`src/rtl/pmu_i2c_sched_pkg.sv`:
```
// pmu_i2c_sched_pkg: shared state encoding, PMU address default and rw encodings for the scheduler
package pmu_i2c_sched_pkg;

    typedef enum logic [3:0] {
        S_IDLE,
        S_W_ADDR,
        S_W_SUB,
        S_W_DATA,
        S_R_STOP,
        S_R_ADDR,
        S_R_DATA,
        S_DONE,
        S_RESP
    } state_t;

    localparam logic [6:0] PMU_DEV_ADDR = 7'h34;
    localparam logic       RW_WRITE     = 1'b1;
    localparam logic       RW_READ      = 1'b0;

    // Index width that stays legal for a single requester
    function automatic int idx_width(input int n);
        return (n > 1) ? $clog2(n) : 1;
    endfunction

endpackage

```
`src/rtl/pmu_i2c_sched_rr_arbiter.sv`:
```
// pmu_rr_arbiter: round-robin pick of the first pending request at or above the pointer, wrapping
module pmu_rr_arbiter
    import pmu_i2c_sched_pkg::*;
#(
    parameter int N = 3,
    localparam int IW = idx_width(N)
) (
    input  logic [N-1:0]  i_req,
    input  logic [IW-1:0] i_ptr,
    output logic [N-1:0]  o_gnt,
    output logic [IW-1:0] o_idx,
    output logic          o_valid
);

    int w_pos;

    // Walk N positions starting at the pointer; the first pending one wins
    always_comb begin
        o_gnt   = '0;
        o_idx   = '0;
        o_valid = 1'b0;
        w_pos   = 0;
        for (int k = 0; k < N; k++) begin
            w_pos = (int'(i_ptr) + k) % N;
            if (!o_valid && i_req[w_pos]) begin
                o_valid       = 1'b1;
                o_gnt[w_pos]  = 1'b1;
                o_idx         = IW'(w_pos);
            end
        end
    end

endmodule

```
`src/rtl/pmu_i2c_sched.sv`:
```
// pmu_i2c_sched: round-robin sharing of one pmu_i2c byte engine for single-register PMU reads/writes
module pmu_i2c_sched
    import pmu_i2c_sched_pkg::*;
#(
    parameter int         NUM_REQ  = 3,
    parameter logic [6:0] DEV_ADDR = PMU_DEV_ADDR
) (
    input  logic                 clk,
    input  logic                 reset,
    input  logic [NUM_REQ-1:0]   i_req,
    input  logic [NUM_REQ-1:0]   i_req_rd,
    input  logic [8*NUM_REQ-1:0] i_req_subaddr,
    input  logic [8*NUM_REQ-1:0] i_req_wdata,
    output logic [NUM_REQ-1:0]   o_ack,
    output logic                 o_ack_failed,
    output logic [7:0]           o_rdata,
    output logic                 o_busy,
    output logic [7:0]           o_i2c_data,
    output logic                 o_i2c_start,
    output logic                 o_i2c_done,
    output logic                 o_i2c_rw,
    output logic                 o_i2c_clear_failed,
    input  logic                 i_i2c_data_latch,
    input  logic                 i_i2c_ready,
    input  logic                 i_i2c_failed,
    input  logic [7:0]           i_i2c_in_data,
    input  logic                 i_i2c_in_data_valid
);

    localparam int IW = idx_width(NUM_REQ);

    state_t               r_state;
    logic [IW-1:0]        r_ptr;
    logic [IW-1:0]        r_idx;
    logic [NUM_REQ-1:0]   r_gnt;
    logic                 r_rd;
    logic [7:0]           r_sub;
    logic [7:0]           r_wdata;
    logic [NUM_REQ-1:0]   r_ack;
    logic                 r_ack_failed;
    logic [7:0]           r_rdata;
    logic                 r_busy;
    logic [7:0]           r_data;
    logic                 r_start;
    logic                 r_done;
    logic                 r_rw;
    logic                 r_clear;

    logic [NUM_REQ-1:0]   w_gnt;
    logic [IW-1:0]        w_idx;
    logic                 w_valid;

    pmu_rr_arbiter #(.N(NUM_REQ)) u_arb (
        .i_req   (i_req),
        .i_ptr   (r_ptr),
        .o_gnt   (w_gnt),
        .o_idx   (w_idx),
        .o_valid (w_valid)
    );

    // Transaction sequencer; every output is set on the edge that enters the state it belongs to
    always_ff @(posedge clk) begin
        if (reset) begin
            r_state      <= S_IDLE;
            r_ptr        <= '0;
            r_idx        <= '0;
            r_gnt        <= '0;
            r_rd         <= 1'b0;
            r_sub        <= '0;
            r_wdata      <= '0;
            r_ack        <= '0;
            r_ack_failed <= 1'b0;
            r_rdata      <= '0;
            r_busy       <= 1'b0;
            r_data       <= '0;
            r_start      <= 1'b0;
            r_done       <= 1'b0;
            r_rw         <= RW_WRITE;
            r_clear      <= 1'b0;
        end else begin
            case (r_state)
                S_IDLE: if (w_valid) begin
                    r_gnt   <= w_gnt;
                    r_idx   <= w_idx;
                    r_rd    <= i_req_rd[w_idx];
                    r_sub   <= i_req_subaddr[8*w_idx +: 8];
                    r_wdata <= i_req_wdata[8*w_idx +: 8];
                    r_busy  <= 1'b1;
                    r_data  <= {DEV_ADDR, 1'b0};
                    r_start <= 1'b1;
                    r_rw    <= RW_WRITE;
                    r_state <= S_W_ADDR;
                end
                S_W_ADDR: if (i_i2c_data_latch) begin
                    r_start <= 1'b0;
                    r_data  <= r_sub;
                    r_state <= S_W_SUB;
                end
                S_W_SUB: if (i_i2c_data_latch) begin
                    if (r_rd) begin
                        r_done  <= 1'b1;
                        r_state <= S_R_STOP;
                    end else begin
                        r_data  <= r_wdata;
                        r_state <= S_W_DATA;
                    end
                end
                S_W_DATA: if (i_i2c_data_latch) begin
                    r_done  <= 1'b1;
                    r_state <= S_DONE;
                end
                S_R_STOP: if (i_i2c_ready) begin
                    r_done  <= 1'b0;
                    r_start <= 1'b1;
                    r_data  <= {DEV_ADDR, 1'b1};
                    r_state <= S_R_ADDR;
                end
                S_R_ADDR: if (i_i2c_data_latch) begin
                    r_start <= 1'b0;
                    r_rw    <= RW_READ;
                    r_state <= S_R_DATA;
                end
                S_R_DATA: begin
                    if (i_i2c_in_data_valid)
                        r_rdata <= i_i2c_in_data;
                    if (i_i2c_data_latch) begin
                        r_rw    <= RW_WRITE;
                        r_done  <= 1'b1;
                        r_state <= S_DONE;
                    end
                end
                S_DONE: if (i_i2c_ready) begin
                    r_done       <= 1'b0;
                    r_ack        <= r_gnt;
                    r_ack_failed <= i_i2c_failed;
                    r_clear      <= 1'b1;
                    r_busy       <= 1'b0;
                    r_ptr        <= (r_idx == IW'(NUM_REQ - 1)) ? '0 : r_idx + 1'b1;
                    r_state      <= S_RESP;
                end
                S_RESP: begin
                    r_ack        <= '0;
                    r_ack_failed <= 1'b0;
                    r_clear      <= 1'b0;
                    r_state      <= S_IDLE;
                end
                default: r_state <= S_IDLE;
            endcase
        end
    end

    assign o_ack              = r_ack;
    assign o_ack_failed       = r_ack_failed;
    assign o_rdata            = r_rdata;
    assign o_busy             = r_busy;
    assign o_i2c_data         = r_data;
    assign o_i2c_start        = r_start;
    assign o_i2c_done         = r_done;
    assign o_i2c_rw           = r_rw;
    assign o_i2c_clear_failed = r_clear;

endmodule

```
`config.mk`:
```
export PLATFORM = sky130hd
export DESIGN_NAME = pmu_i2c_sched
export DESIGN_NICKNAME = d
export VERILOG_FILES = /design/src/rtl/pmu_i2c_sched_pkg.sv /design/src/rtl/pmu_i2c_sched_rr_arbiter.sv /design/src/rtl/pmu_i2c_sched.sv
export SDC_FILE = /design/constraint.sdc
export NUM_CORES = 1
export LEC_CHECK = 0
export CORE_MARGIN = 3
export CORE_UTILIZATION = 44
export CTS_BUF_LIST = sky130_fd_sc_hd__clkbuf_8
export DETAILED_ROUTE_END_ITERATION = 12
export HOLD_SLACK_MARGIN = 0.03
export PLACE_DENSITY = 0.81
export SYNTH_ARGS = -nofsm -noshare
export SYNTH_HDL_FRONTEND = slang
export SYNTH_SLANG_ARGS = --single-unit
export TNS_END_PERCENT = 100
```
`constraint.sdc`:
```
create_clock -name clk -period 2.3 [get_ports clk]
set_input_delay 0.46 -clock clk [delete_from_list [all_inputs] [get_ports clk]]
set_output_delay 0.46 -clock clk [all_outputs]
set_load 0.02 [all_outputs]
```
==> results.md, run 1 <==
* Status: finished, final reports clean
* Reg power frac at 42.2%
* Final Hold Fails at 0
* Setup crit start kind: flip-flop
* DR iter-0 viols at 111
* Worst reg-to-reg path cell count at 7
* # Max-Cap Violations at 0
* Grt total ovfl at 0
* RD Place Congestion at 0.880
* Post-route insts no fill at 513
* Crit. Startpoint: r_ptr[0]
* H-tree depth at 2
* EDFF count, synth at 0
* Warnings from Yosys at 0
* CTS tree: done
* Yosys cell types at 53
* Ant diodes at 0
* Total setup buffers inserted after CTS at 0
* Setup Crit Path Kind: flip-flop to flip-flop
* Cell Pwr Density at 633 nW/um2
* Worst-Margin Slew at 0.556 ns
* Routed wire length at 8.15 mm
* Clock sink count at 53
* Layout area overhead at 43.0%
* Via density at 5.67
* Pleak at 1.74 nW
* Number of cell rows at 29
* Final Setup Violations at 0
* Initial DRT Pass Iterations at 4
* Root Buffer: clkbuf_8
* Arr. time, crit path at 2.44 ns
* Final ANT Viol Nets at 0
* #FFs+latches synth at 53
* Crit Path Max Fanout at 5
* RSZ-0062 raised after global routing: no
* Top FF cell, synth: dfxtp_1
* I/O Buffers at 92
* Util after Layout at 66.3%
* Sw power at 0.900 mW
* Pin count of the biggest net entering global routing at 33
* Cell type with the highest aggregate area in the netlist: dfxtp_1
* Fin crit share at 97.4%
* Starting Density at 46.3%
* Gate power share at 40.1%
* Syn nets at 401
* FF-to-FF Start: r_ptr[0]
* Seq/Total Area, Yosys at 35.2%
* Via Count at 2,910
* Layout cells sized above 1 at 16.3%
* Final nets at 509
* Core Area at 6490 um2
* IO Pins at 93
* Min-delay worst type: flip-flop to flip-flop
* CP endpoint: o_i2c_data[3]
* Dpl cells at 507
* DRC viols at 0
* Reg-to-reg slack, setup at 0.06 ns
* Synthesized cell area at 3010 um2
* CP Capture Type: flip-flop
* Int Pwr at 1.82 mW
* Minimum hold slack at 0.466 ns
* Final Critical Period at 2.24 ns
* Count of final max-slew check failures at 0
* Total Die Area at 7870 um2
* Power Total at 2.72 mW
* CTS Buf Count at 5
* First-pass GRT wire length at 12.9 mm
* Fin area at 4300 um2
* Reg2reg end: o_i2c_data[3]
* Slew HR at 62.7%
* Worst Path Required at 2.50 ns
* Clock Latency Late Sink at 0.30 ns
* Clock-pin slew of the registers on the worst-case setup and hold paths at 0.09 ns
* Hpwl dp at 6.23 mm
* Ys async rst share at 0%
* Die W at 88.7 um
* Synthesized instance count at 329
* Clock power frac at 17.7%
* Vias in the first global route at 2,902
* Max Freq at 0.446 GHz
* Per-cell routed wire length at 15.9 um
* Fin Clk Skew at 0.00704 ns
* Top post-synthesis cells by area: dfxtp_1, mux2i_1, nand3b_1
* Longest Clk Path Bufs at 2
* Total GRT Usage at 20.5%
* Post-Syn Area per Cell at 9.15 um2
* Area post-placement at 4190 um2
* Yosys top cell area share at 35.2%
* Peak VDD IR at 0.387 mV
* Die Y at 88.7 um
* Antenna violations before repair at 0
* Switching share of power at 33.1%
## synthesized netlist by cell type, types with 5 or more instances
cell type / instances
buf_2: 6
dfxtp_1: 53
nand3b_1: 20
nor2b_1: 11
nand2_1: 17
inv_1: 24
nand2b_1: 12
mux2i_1: 33
a21oi_1: 20
nor2_1: 22
o221ai_1: 8
clkbuf_1: 14
nor3_1: 5
o221ai_2: 10
o21ai_0: 6
o22ai_1: 5
## how the worst min path moves through the flow
stage / start / end / slack (ns) / depth (start not counted)
6_report: o_busy / o_busy / 0.47 / 2
4_1_cts: o_busy / o_busy / 0.47 / 2
3_3_place_gp: r_gnt[1] / r_gnt[1] / 0.45 / 2
3_5_place_dp: o_busy / o_busy / 0.45 / 2
2_1_floorplan: r_gnt[1] / r_gnt[1] / 0.43 / 2
5_1_grt: o_i2c_data[2] / o_i2c_data[2] / 0.50 / 2
## stage by stage
step	setup TNS [ns]	setup slack (ns)
final	0	0.0596
after global routing	0	0.00830
after CTS	0	0.0309
after detailed placement	-3.99	-0.225
after global placement	-2.31	-0.194
after floorplan	0	0.0178
## worst max-delay path: stages (launching register included)
cell and delay (ns):
dfxtp_4 0.37, inv_1 0.08, ha_2 0.20, mux2_4 0.31
mux2_4 0.30, nor4b_4 0.37, a211o_4 0.19, mux2_2 0.33
## cell type report
class	instances	area, um2
sequential	53	1070
inverter	24	90.1
tap	77	96.3
fill	511	2190
clock inverter	1	5.00
multi-input combinational	226	1770
timing repair buffer	127	1210
clock buffer	5	68.8
## power groups by stage
stage / combinational [mW] / clock [mW] / sequential [mW]
floorplan: 0.615 / 0 / 1.19
global placement: 1.03 / 0 / 1.16
detailed placement: 1.06 / 0 / 1.17
CTS: 1.07 / 0.498 / 1.15
global route: 1.18 / 0.530 / 1.16
finish: 1.09 / 0.481 / 1.15
## cells by family (layout without fill, tap and decap cells)
family                     count (synthesis)  in the layout  share of synthesized area, %
buffers and inverters                     50            157                          7.48
muxes                                     40             40                          14.2
and+or+nand+nor                           99             99                          19.0
AOI/OAI and AO/OA                         83             83                          22.4
adders and majority gates                  4              4                          1.66
DFF                                       53             53                          35.2
## cells in the final DEF, fill, tap and decap left out, types with 4 or more instances in the layout
cell type	count
a21oi_1	20
a22o_1	4
a22oi_1	4
buf_4	32
clkbuf_8	5
clkdlybuf4s50_1	92
dfxtp_1	51
inv_1	24
mux2i_1	33
nand2_1	17
nand2b_1	12
nand3b_1	20
nor2_1	22
nor2b_1	11
nor3_1	5
o211ai_1	4
o21ai_0	6
o221ai_1	7
o221ai_2	11
o22ai_1	4
## per-layer routing
| layer | vias to the layer above | GRT usage, % | routed length (um) |
|---|---|---|---|
| li1 | 1410 | - | - |
| met1 | 1370 | 23.7 | 3350 |
| met2 | 118 | 37.1 | 3990 |
| met3 | 12 | 4.93 | 699 |
| met4 | 0 | 6.46 | 116 |
| met5 | - | 0 | 0 |
## sequential cells by signal (all words and copies together), names as in the netlist
| register | cells |
|---|---|
| o_i2c_data | 8 |
| o_rdata | 8 |
| r_sub | 8 |
| r_wdata | 8 |
| r_state | 4 |
| o_ack | 3 |
| r_gnt | 3 |
| r_idx | 2 |
| r_ptr | 2 |
| o_ack_failed | 1 |
| o_busy | 1 |
| o_i2c_clear_failed | 1 |
| o_i2c_done | 1 |
| o_i2c_rw | 1 |
| o_i2c_start | 1 |
| r_rd | 1 |
## what timing repair did
action	in CTS	in global routing
hold buffers	0	0
endpoints found under the setup margin	0	27
resized for setup	0	10
(Power assumes the default switching activity.)
==> inputs of run 2 (changes only) <==
--- a/config.mk
+++ b/config.mk
@@ -11,6 +11,8 @@
 export DETAILED_ROUTE_END_ITERATION = 12
 export HOLD_SLACK_MARGIN = 0.03
 export PLACE_DENSITY = 0.81
+export REMOVE_ABC_BUFFERS = 1
+export SLEW_MARGIN = 20
 export SYNTH_ARGS = -nofsm -noshare
 export SYNTH_HDL_FRONTEND = slang
 export SYNTH_SLANG_ARGS = --single-unit
==> results.md, run 2 (same netlist as run 1, synthesis figures left out) <==
* Status: finished, final reports clean
* Reg-to-reg slack, setup at 0.09 ns (+0.03 ns)
* Final Setup Violations at 0 (unchanged)
* Worst-Margin Slew at 0.512 ns (-0.0439 ns)
* Pin count of the biggest net entering global routing at 21 (-36%)
* H-tree depth at 2 (unchanged)
* Clock Latency Late Sink at 0.31 ns (about the same)
* Final Hold Fails at 0 (unchanged)
* Commonest non-fill, non-tap cell in the layout: clkdlybuf4s50_1
* Post-route insts no fill at 517 (+0.78%)
* Per-cell routed wire length at 16.4 um (+3.0%)
* Hold buffers post-CTS at 0 (unchanged)
* Peak VDD IR at 0.273 mV (-29%)
* Util after Layout at 67.5% (+1.2 points)
* Crit path largest cell delay at 0.38 ns (about the same)
* # Max-Cap Violations at 0 (unchanged)
* First-pass GRT wire length at 13.2 mm (+1.9%)
* Longest Clk Path Bufs at 2 (unchanged)
* Fin area at 4380 um2 (+1.9%)
* DR iter-0 viols at 196 (+77%)
* Final Critical Period at 2.21 ns (-0.0313 ns)
* Final nets at 512 (+0.59%)
* Count of final max-slew check failures at 0 (unchanged)
* Most common cell on crit path: mux2_4
* RSZ-0062 raised after global routing: no
* Arr. time, crit path at 2.42 ns (-0.02 ns)
* Layout cells sized above 1 at 16.8% (+0.53 points)
* Core Area at 6490 um2 (unchanged)
* Root Buffer: clkbuf_8
* I/O Buffers at 92 (unchanged)
* Reg power frac at 40.0% (-2.2 points)
* CTS tree: done
* Hpwl dp at 6.50 mm (+4.2%)
* Int Pwr at 1.94 mW (+6.6%)
* Setup TNS at 0 ns (unchanged)
* CP max stage cell: dfxtp_2
* Post-Place Worst Slack at -0.281 ns (-0.0562 ns)
* Crit path buf inv count at 1 (unchanged)
* Top Family by Delay on Critical Path: multiplexers
* Starting Density at 46.3% (unchanged)
* Min-delay worst type: flip-flop to flip-flop
* Via Count at 2,884 (-0.89%)
* Antenna violations before repair at 0 (unchanged)
* Switching share of power at 32.5% (-0.58 points)
* Fin crit share at 96.0% (-1.4 points)
* Total Die Area at 7870 um2 (unchanged)
* Minimum hold slack at 0.467 ns (+0.00149 ns)
* Clock-pin slew of the registers on the worst-case setup and hold paths at 0.10 ns (about the same)
* Crit Path Max Fanout at 5 (unchanged)
* Layout area overhead at 45.6%
* FILL cells at 518 (+1.4%)
* Setup crit start kind: flip-flop
* Total GRT Usage at 21.4% (+0.87 points)
* Most frequent cells in the layout: clkdlybuf4s50_1, dfxtp_1, buf_4
* Ant diodes at 0 (unchanged)
* Routed wire length at 8.47 mm (+3.8%)
* Final ANT Viol Nets at 0 (unchanged)
* Setup ws final at 0.0910 ns (+0.0313 ns)
* Die Y at 88.7 um (unchanged)
* Sw power at 0.935 mW (+3.8%)
* Setup Crit Path Kind: flip-flop to flip-flop
* Max Freq at 0.453 GHz (+1.4%)
* Gate power share at 37.8% (-2.3 points)
* Worst Path Required at 2.51 ns (about the same)
* Slew HR at 65.8% (+3.1 points)
* CTS Buf Count at 5 (unchanged)
* Grt total ovfl at 0 (unchanged)
* Clock power frac at 22.2% (+4.5 points)
* RD Place Congestion at 0.914 (+3.8%)
* IO Pins at 93 (unchanged)
* Cell Pwr Density at 656 nW/um2 (+3.7%)
* Vias in the first global route at 2,787 (-4.0%)
* CP Capture Type: flip-flop
* Die W at 88.7 um (unchanged)
* Dpl cells at 510 (+0.59%)
* DRC viols at 0 (unchanged)
* Number of cell rows at 29 (unchanged)
* Area post-placement at 4220 um2 (+0.75%)
* Power Total at 2.88 mW (+5.7%)
* Via density at 5.58 (-1.7%)
* Pleak at 1.78 nW (+2.8%)
* Fin Clk Skew at 0.00667 ns (-0.000373 ns)
* Clock sink count at 53 (unchanged)
* Initial DRT Pass Iterations at 4 (unchanged)
* CP Cell Sequence: inv_1 -> ha_4 -> mux2_4 -> mux2_4 -> nor4b_4 -> a211o_1 -> mux2_2
run 2: power groups by stage:
stage          sequential (mW)  clock (mW)  combinational, mW
3_5_place_dp              1.17           0               1.07
4_1_cts                   1.15       0.648               1.08
5_1_grt                   1.17       0.677               1.18
6_report                  1.15       0.637               1.09
3_3_place_gp              1.17           0               1.04
2_1_floorplan             1.22           0              0.522
run 2: cell type report:
| class | count | area [um2] | area share, % |
|---|---|---|---|
| multi-input cells | 226 | 1780 | 40.6 |
| repair buffers | 130 | 1250 | 28.4 |
| flip-flops and latches | 53 | 1060 | 24.3 |
| well taps | 77 | 96.3 | 2.20 |
| inverters | 24 | 90.1 | 2.05 |
| clock buffers | 5 | 68.8 | 1.57 |
| clock inverters | 2 | 38.8 | 0.885 |
run 2: routing by layer:
| metal | up-vias | track usage, % | share of wire (%) |
|---|---|---|---|
| met5 | - | 0 | 0 |
| met3 | 11 | 5.49 | 6.8 |
| met2 | 93 | 34.3 | 49 |
| met4 | 0 | 6.18 | 1.7 |
| li1 | 1416 | - | - |
| met1 | 1364 | 28.4 | 43 |
run 2: repair_timing:
item | in CTS | in global routing
endpoints found under the hold margin | 0 | 0
gates resized for setup | 2 | 10
pin swaps | 2 | 2
endpoints found under the setup margin | 3 | 23
buffers inserted | 0 | 0
run 2: worst min-delay path, cell delays in order, from the launching register on:
cell and delay (ns):
dfxtp_1 0.33, nand2_1 0.05, a21oi_1 0.05
run 2: worst paths after layout:
| check | start | endpoint | cells after the start |
|---|---|---|---|
| worst max-delay path | r_ptr[0] | o_i2c_data[3] | 7 |
| worst min-delay path | r_gnt[0] | r_gnt[0] | 2 |
| worst max register to register | r_ptr[0] | o_i2c_data[3] | 7 |
| worst min register to register | r_gnt[0] | r_gnt[0] | 2 |
